**config.mk**
```make
export PLATFORM = sky130hd
export DESIGN_NAME = pc_fetch_sequencer
export DESIGN_NICKNAME = d
export VERILOG_FILES = /design/src/rtl/pc_fetch_sequencer.sv
export SDC_FILE = /design/constraint.sdc
export NUM_CORES = 1
export LEC_CHECK = 0
export BUFFER_PORTS_ARGS = -buffer_cell sky130_fd_sc_hd__buf_2
export CAP_MARGIN = 20
export CELL_PAD_IN_SITES_DETAIL_PLACEMENT = 0
export CELL_PAD_IN_SITES_GLOBAL_PLACEMENT = 2
export CORE_ASPECT_RATIO = 0.7
export CORE_MARGIN = 2
export CORE_UTILIZATION = 28
export CTS_CLUSTER_DIAMETER = 200
export DETAILED_ROUTE_END_ITERATION = 16
export PLACE_DENSITY_LB_ADDON = 0.1
export SYNTH_ARGS = -nofsm -noshare
export SYNTH_HDL_FRONTEND = slang
export SYNTH_SLANG_ARGS = --single-unit
```
**constraint.sdc**
```tcl
create_clock -name Clk -period 1.8 [get_ports Clk]
set_input_delay 0.45 -clock Clk [delete_from_list [all_inputs] [get_ports Clk]]
set_output_delay 0.45 -clock Clk [all_outputs]
set_load 0.02 [all_outputs]
```
**src/rtl/pc_fetch_sequencer.sv**
```systemverilog
// IF-stage program counter owner: picks the next PC, runs the imem valid/ready
// request handshake, and squashes in-flight fetches on branch/jump redirects.
//
// state | meaning
// BOOT  | first cycle out of reset, no request issued
// FETCH | request for PC outstanding, advance or redirect on Ready
// STALL | hazard hold, no request, PC may still be redirected
// REDIR | finishing a doomed fetch at the old PC, target parked in pend
module pc_fetch_sequencer #(
  parameter logic [31:0] RESET_PC = 32'h0000_0000,
  parameter int          CNT_W    = 16
) (
  input  logic             Clk,
  input  logic             Rst,
  input  logic             Stall,
  input  logic             BranchTaken,
  input  logic [31:0]      BranchTarget,
  input  logic             Jump,
  input  logic [31:0]      JumpTarget,
  input  logic             IMemReady,
  output logic             IMemReq,
  output logic [31:0]      PC,
  output logic [31:0]      PCPlus4,
  output logic [1:0]       PCSel,
  output logic             InstrValid,
  output logic             Flush,
  output logic [CNT_W-1:0] RedirectCnt
);

  typedef enum logic [1:0] {
    BOOT  = 2'b00,
    FETCH = 2'b01,
    STALL = 2'b10,
    REDIR = 2'b11
  } state_t;

  state_t           state_q, state_d;
  logic [31:0]      pc_q, pc_d;
  logic [31:0]      pend_q, pend_d;
  logic             instr_valid_q, instr_valid_d;
  logic             flush_q, flush_d;
  logic [CNT_W-1:0] redir_cnt_q, redir_cnt_d;

  logic             redir;
  logic [31:0]      target_raw;
  logic [31:0]      target;
  logic [31:0]      pc_plus4;

  always_comb begin
    redir      = BranchTaken | Jump;
    // Branch wins over jump; targets are forced word-aligned.
    target_raw = BranchTaken ? BranchTarget : JumpTarget;
    target     = target_raw & 32'hFFFF_FFFC;
    pc_plus4   = pc_q + 32'd4;
    if (BranchTaken)
      PCSel = 2'b01;
    else if (Jump)
      PCSel = 2'b10;
    else
      PCSel = 2'b00;
  end

  always_comb begin
    state_d       = state_q;
    pc_d          = pc_q;
    pend_d        = pend_q;
    instr_valid_d = 1'b0;
    flush_d       = redir;
    redir_cnt_d   = redir_cnt_q;
    IMemReq       = 1'b0;

    if (redir && !(&redir_cnt_q))
      redir_cnt_d = redir_cnt_q + {{(CNT_W-1){1'b0}}, 1'b1};

    case (state_q)
      BOOT: begin
        state_d = FETCH;
      end
      FETCH: begin
        IMemReq = 1'b1;
        if (IMemReady) begin
          pc_d          = redir ? target : pc_plus4;
          instr_valid_d = !redir;
          state_d       = Stall ? STALL : FETCH;
        end else if (redir) begin
          pend_d  = target;
          state_d = REDIR;
        end
      end
      STALL: begin
        if (redir)
          pc_d = target;
        if (!Stall)
          state_d = FETCH;
      end
      REDIR: begin
        // Request stays up at the old PC until imem takes it; the reply is discarded.
        IMemReq = 1'b1;
        if (redir)
          pend_d = target;
        if (IMemReady) begin
          pc_d    = redir ? target : pend_q;
          state_d = Stall ? STALL : FETCH;
        end
      end
      default: begin
        state_d = BOOT;
      end
    endcase
  end

  always_ff @(posedge Clk or negedge Rst) begin
    if (!Rst) begin
      state_q       <= BOOT;
      pc_q          <= RESET_PC;
      pend_q        <= RESET_PC;
      instr_valid_q <= 1'b0;
      flush_q       <= 1'b0;
      redir_cnt_q   <= '0;
    end else begin
      state_q       <= state_d;
      pc_q          <= pc_d;
      pend_q        <= pend_d;
      instr_valid_q <= instr_valid_d;
      flush_q       <= flush_d;
      redir_cnt_q   <= redir_cnt_d;
    end
  end

  assign PC          = pc_q;
  assign PCPlus4     = pc_plus4;
  assign InstrValid  = instr_valid_q;
  assign Flush       = flush_q;
  assign RedirectCnt = redir_cnt_q;

endmodule

```
==> After elaboration in Yosys (flattened, before gate mapping) <==
Cells that the tools add are included.
{ "totals": {"regBits": 84, "output_inout_bits": 85} }
{ "classes": {"n_reduce_logical": 11, "mux": 20, "addsub": 2, "n_eq_ne": 9, "bitwise_logic": 1} }
{ "ops": {"columns": ["op", "count"], "rows": [
  ["$mux 32", 7],
  ["$pmux 32 s3", 1],
  ["$pmux 32 s2", 1],
  ["$add 32x3->32 const B", 1],
  ["$add 16x1->16 const B", 1],
  ["$reduce_and 16->1", 1],
  ["$mux 2", 7],
  ["$ne 2x2->1 const B", 5],
  ["$pmux 2 s4", 1],
  ["$eq 2x2->1 const B", 2],
  ["$reduce_and 4->1", 1],
  ["$mux 1", 3],
  ["$ne 3x3->1 const B", 1],
  ["$reduce_and 3->1", 1],
  ["$reduce_bool 3->1", 1],
  ["$eq 2x1->1 const B", 1],
  ["$logic_not 1->1", 2],
  ["$logic_not 2->1", 1],
  ["$reduce_and 2->1", 1],
  ["$reduce_bool 2->1", 1],
  ["$reduce_or 2->1", 1],
  ["$logic_and 1x1->1", 1],
  ["$or 1x1->1", 1]
]} }

==> Longest topological paths before layout <==
{ "depth": {"word_depth": 4, "ltp_mapped": 8} }

==> Worst setup path before layout <==
No wires, ideal clock.
{ "synth_timing": {"path_kind": "register to output", "from": "register pc_q[18], in the netlist PC[18]", "to": "output PCPlus4[28]", "n_path_buf": 1, "arrival_ns": 1.890, "slack_ns": -0.540, "stages_incl_launch_ff": 6, "required_ns": 1.350, "path_cell_list": "dfrtp_1 -> buf_2 -> nand4_1 -> or4b_1 -> nor3_2 -> xor2_1"} }
{ "synth_between": {"elab_chain_cells": 1} }
{ "synth_rtl": {"columns": ["element", "line", "text"], "rows": [
  ["from (decl)", "38", "logic [31:0] pc_q, pc_d;"],
  ["from (signal assigned)", "122", "pc_q <= pc_d;"],
  ["$add 32x3->32", "54", "pc_plus4 = pc_q + 32'd4;"],
  ["to (decl)", "23", "output logic [31:0] PCPlus4,"]
]} }
Every way passes these cells.

==> Worst setup path after layout <==
{ "layout_timing": {"from": "register pc_q[2], in the netlist PC[2]", "to": "output PCPlus4[30]"} }
Same word-level chain as after synthesis.

==> results.md <==
- Outcome: finished with violations
- Failing checks: setup timing
- DRT iter0 DRCs: 233
- Nets: 968
- Inserted Diodes: 0
- Gr ovfl total: 0
- Synthesized cell area: 0.00520 mm2
- Total clock sinks: 84
- Netlist cell types: 65
- Max Cap Viol: 0
- GR Util All Layers: 20.1%
- Placement Rows: 41
- H-tree lvl count: 3
- Post-layout min period: 2400 ps
- HP Class: primary input to flip-flop
- WP data required: 1350 ps
- CP startpoint kind: flip-flop
- Max-slew violations: 0
- Setup_tns: -12,940 ps
- Clock-pin slew on the worst setup and hold paths: 70 ps
- Setup CP Type: flip-flop to output pin
- Synth async-reset ratio: 100%
- Final wirelength: 19.9 mm
- Post-route ant nets: 0
- Most common cell after layout, fill and taps aside: buf_4
- Worst Tran Pin Value: 464 ps
- Crit path capture type: output pin
- Clk buf depth: 2
- Root Driver: clkbuf_16
- # DRC: 0
- Pwr dens: 988 mW/mm2
- Mean Syn Cell Area: 9.03 um2
- Ports: 155
- Initial antenna violation count: 0
- PnR worst setup slack: -602 ps
- DRT Pass-1 Iters: 6
- Seq/Total Area, Yosys: 40.4%
- PortBufs: 150
- Fill count: 1,713
- Synthesized net count: 648
- DP Area: 0.00765 mm2
- Warnings, synthesis: 0
- Relative slew slack: 69.1%
- Gpl congestion: 0.808
- Drt wl/cell: 17.5 um
- Post-synth EDFFs: 0
- Vias per cell: 4.88
- Die height: 118 um
- Critical path arrival: 1950 ps
- Largest net degree at the start of global routing: 47
- Achievable Freq: 416 MHz
- Synthesis-to-layout area growth: 74.4%
- Most frequent cells in the layout: buf_4, buf_2, nand2_1, dfrtp_1, o21ai_0
- Final setup vio count: 33
- Crit share post-route: 133%
- Vias in the first global route: 5,359
- FF+latch count, synth: 84
- Clock insertion delay at the later pin of the skew report: 360 ps
- DR vias: 5,554
- Hold path cells: 2
- Cells after Synth: 576
- DP Wirelength: 14.9 mm
- Initial Util: 28.7%
- Post-route cell area: 0.00907 mm2
- CTS tree: done
- CP max FO: 4
- Final Hold Fails: 0
- Clk_skew: 9.62 ps
- CTS buffer count: 9
- Die area: 0.0197 mm2
- RSZ-0062 raised after global routing: yes
- Die width: 167 um
- Peak VDD IR: 0.613 mV
- Placeable Area: 0.0181 mm2
- Top_reg_cell synth: dfrtp_1
- Layout cells sized above 1: 55.2%
- Hold slack: 304 ps
- Worst R2R Path Depth: 10
- First-pass GRT wire length: 30.8 mm
- Leak Pwr: 4.35 nW
-- metrics by stage --
stage               total power, W  setup WS, ps  std cells  util (%)
global placement           0.00608          -304       1074      42.3
detailed placement         0.00616          -321       1074      42.3
global route               0.00946          -684       1137      50.1
finish                     0.00896          -602       1137      50.1
floorplan                  0.00459          -396        576         -
CTS                        0.00869          -648       1116      47.4
-- path summary, 6_finish.rpt --
path / startpoint / end / slack (ps)
setup / recovery: PC[2]$_DFFE_PN0P_ / PCPlus4[30] / -600
hold / removal: Stall / state_q[0]$_DFFE_PN0P_ / 300
setup reg to reg: PC[2]$_DFFE_PN0P_ / PC[4]$_DFFE_PN0P_ / -140
hold reg to reg: pend_q[30]$_DFFE_PN0P_ / pend_q[30]$_DFFE_PN0P_ / 480
max in group asynchronous: Rst / PC[18]$_DFFE_PN0P_ / 820
min in group asynchronous: Rst / pend_q[1]$_DFFE_PN0P_ / 480
-- report_power, final --
part           switching (W)  leakage, nW  internal [W]  total, W
logic                0.00222         3.18       0.00202   0.00424
registers           0.000313         1.01       0.00229   0.00260
clock network       0.000874        0.161       0.00124   0.00211
-- flip-flops by register name, indices dropped and copies added (netlist names) --
signal / flops
pend_q: 32
state_q: 2
PC: 32
RedirectCnt: 16
InstrValid: 1
Flush: 1
-- cells by family after synthesis --
kind of cell,Yosys count,synth area share (%)
AO/OA/AOI/OAI,173,21.9
AND/OR/NAND/NOR,188,18.7
adder cells (fa/ha/maj),2,0.481
XOR/XNOR,42,7.08
flip-flops,84,40.4
multiplexers,32,6.33
buffers and inverters,55,5.01
-- critical path, cell delays in order (launching register included) --
cell,delay (ps)
dfrtp_2,420
ha_4,170
nand2_4,50
nor3_4,350
nand4_1,260
xnor2_2,190
buf_4,150
-- per-layer routing --
metal	routed length, um	track usage (%)	vias to the layer above
met2	8390	28.1	141
met4	257	4.31	0
li1	-	-	2712
met5	0	0	-
met3	1000	3.56	18
met1	10200	31.8	2683
-- final cells by class --
cell class,instances,area (um2),area share [%]
clock buffer,9,225,2.48
clock inverter,7,104,1.15
inverter,13,51.3,0.566
multi-input combinational,437,3620,39.9
sequential,84,2130,23.5
tap,236,295,3.26
timing repair buffer,351,2650,29.2
-- cells in the mapped netlist (5+ instances only) --
cell,n,area (um2)
nand3_1,23,115
nand4_1,8,50.1
and3_1,10,62.6
a22o_1,9,78.8
inv_1,13,48.8
xor2_1,18,158
and4_1,7,61.3
a2bb2oi_1,5,43.8
nor2_1,23,86.3
buf_4,5,37.5
mux2i_1,28,280
dfrtp_1,84,2100
nand2_1,83,312
nor3_1,6,30.0
o22ai_1,10,62.6
o22a_1,7,61.3
o21ai_0,56,280
a22oi_1,10,75.1
a21oi_1,31,155
o21a_1,7,52.6
clkbuf_1,22,82.6
xnor2_1,24,210
buf_2,9,45.0
-- repair_timing --
| item | 4_1_cts | 5_1_grt |
|---|---|---|
| buffers inserted | 26 | 27 |
| resized for setup | 87 | 85 |
| pin swaps | 35 | 41 |
| hold buffers | 1 | 0 |
| cloned | 1 | 0 |
| endpoints found under the hold margin | 9 | 0 |
| setup endpoints to repair | 37 | 58 |
(Power assumes the default switching activity.)
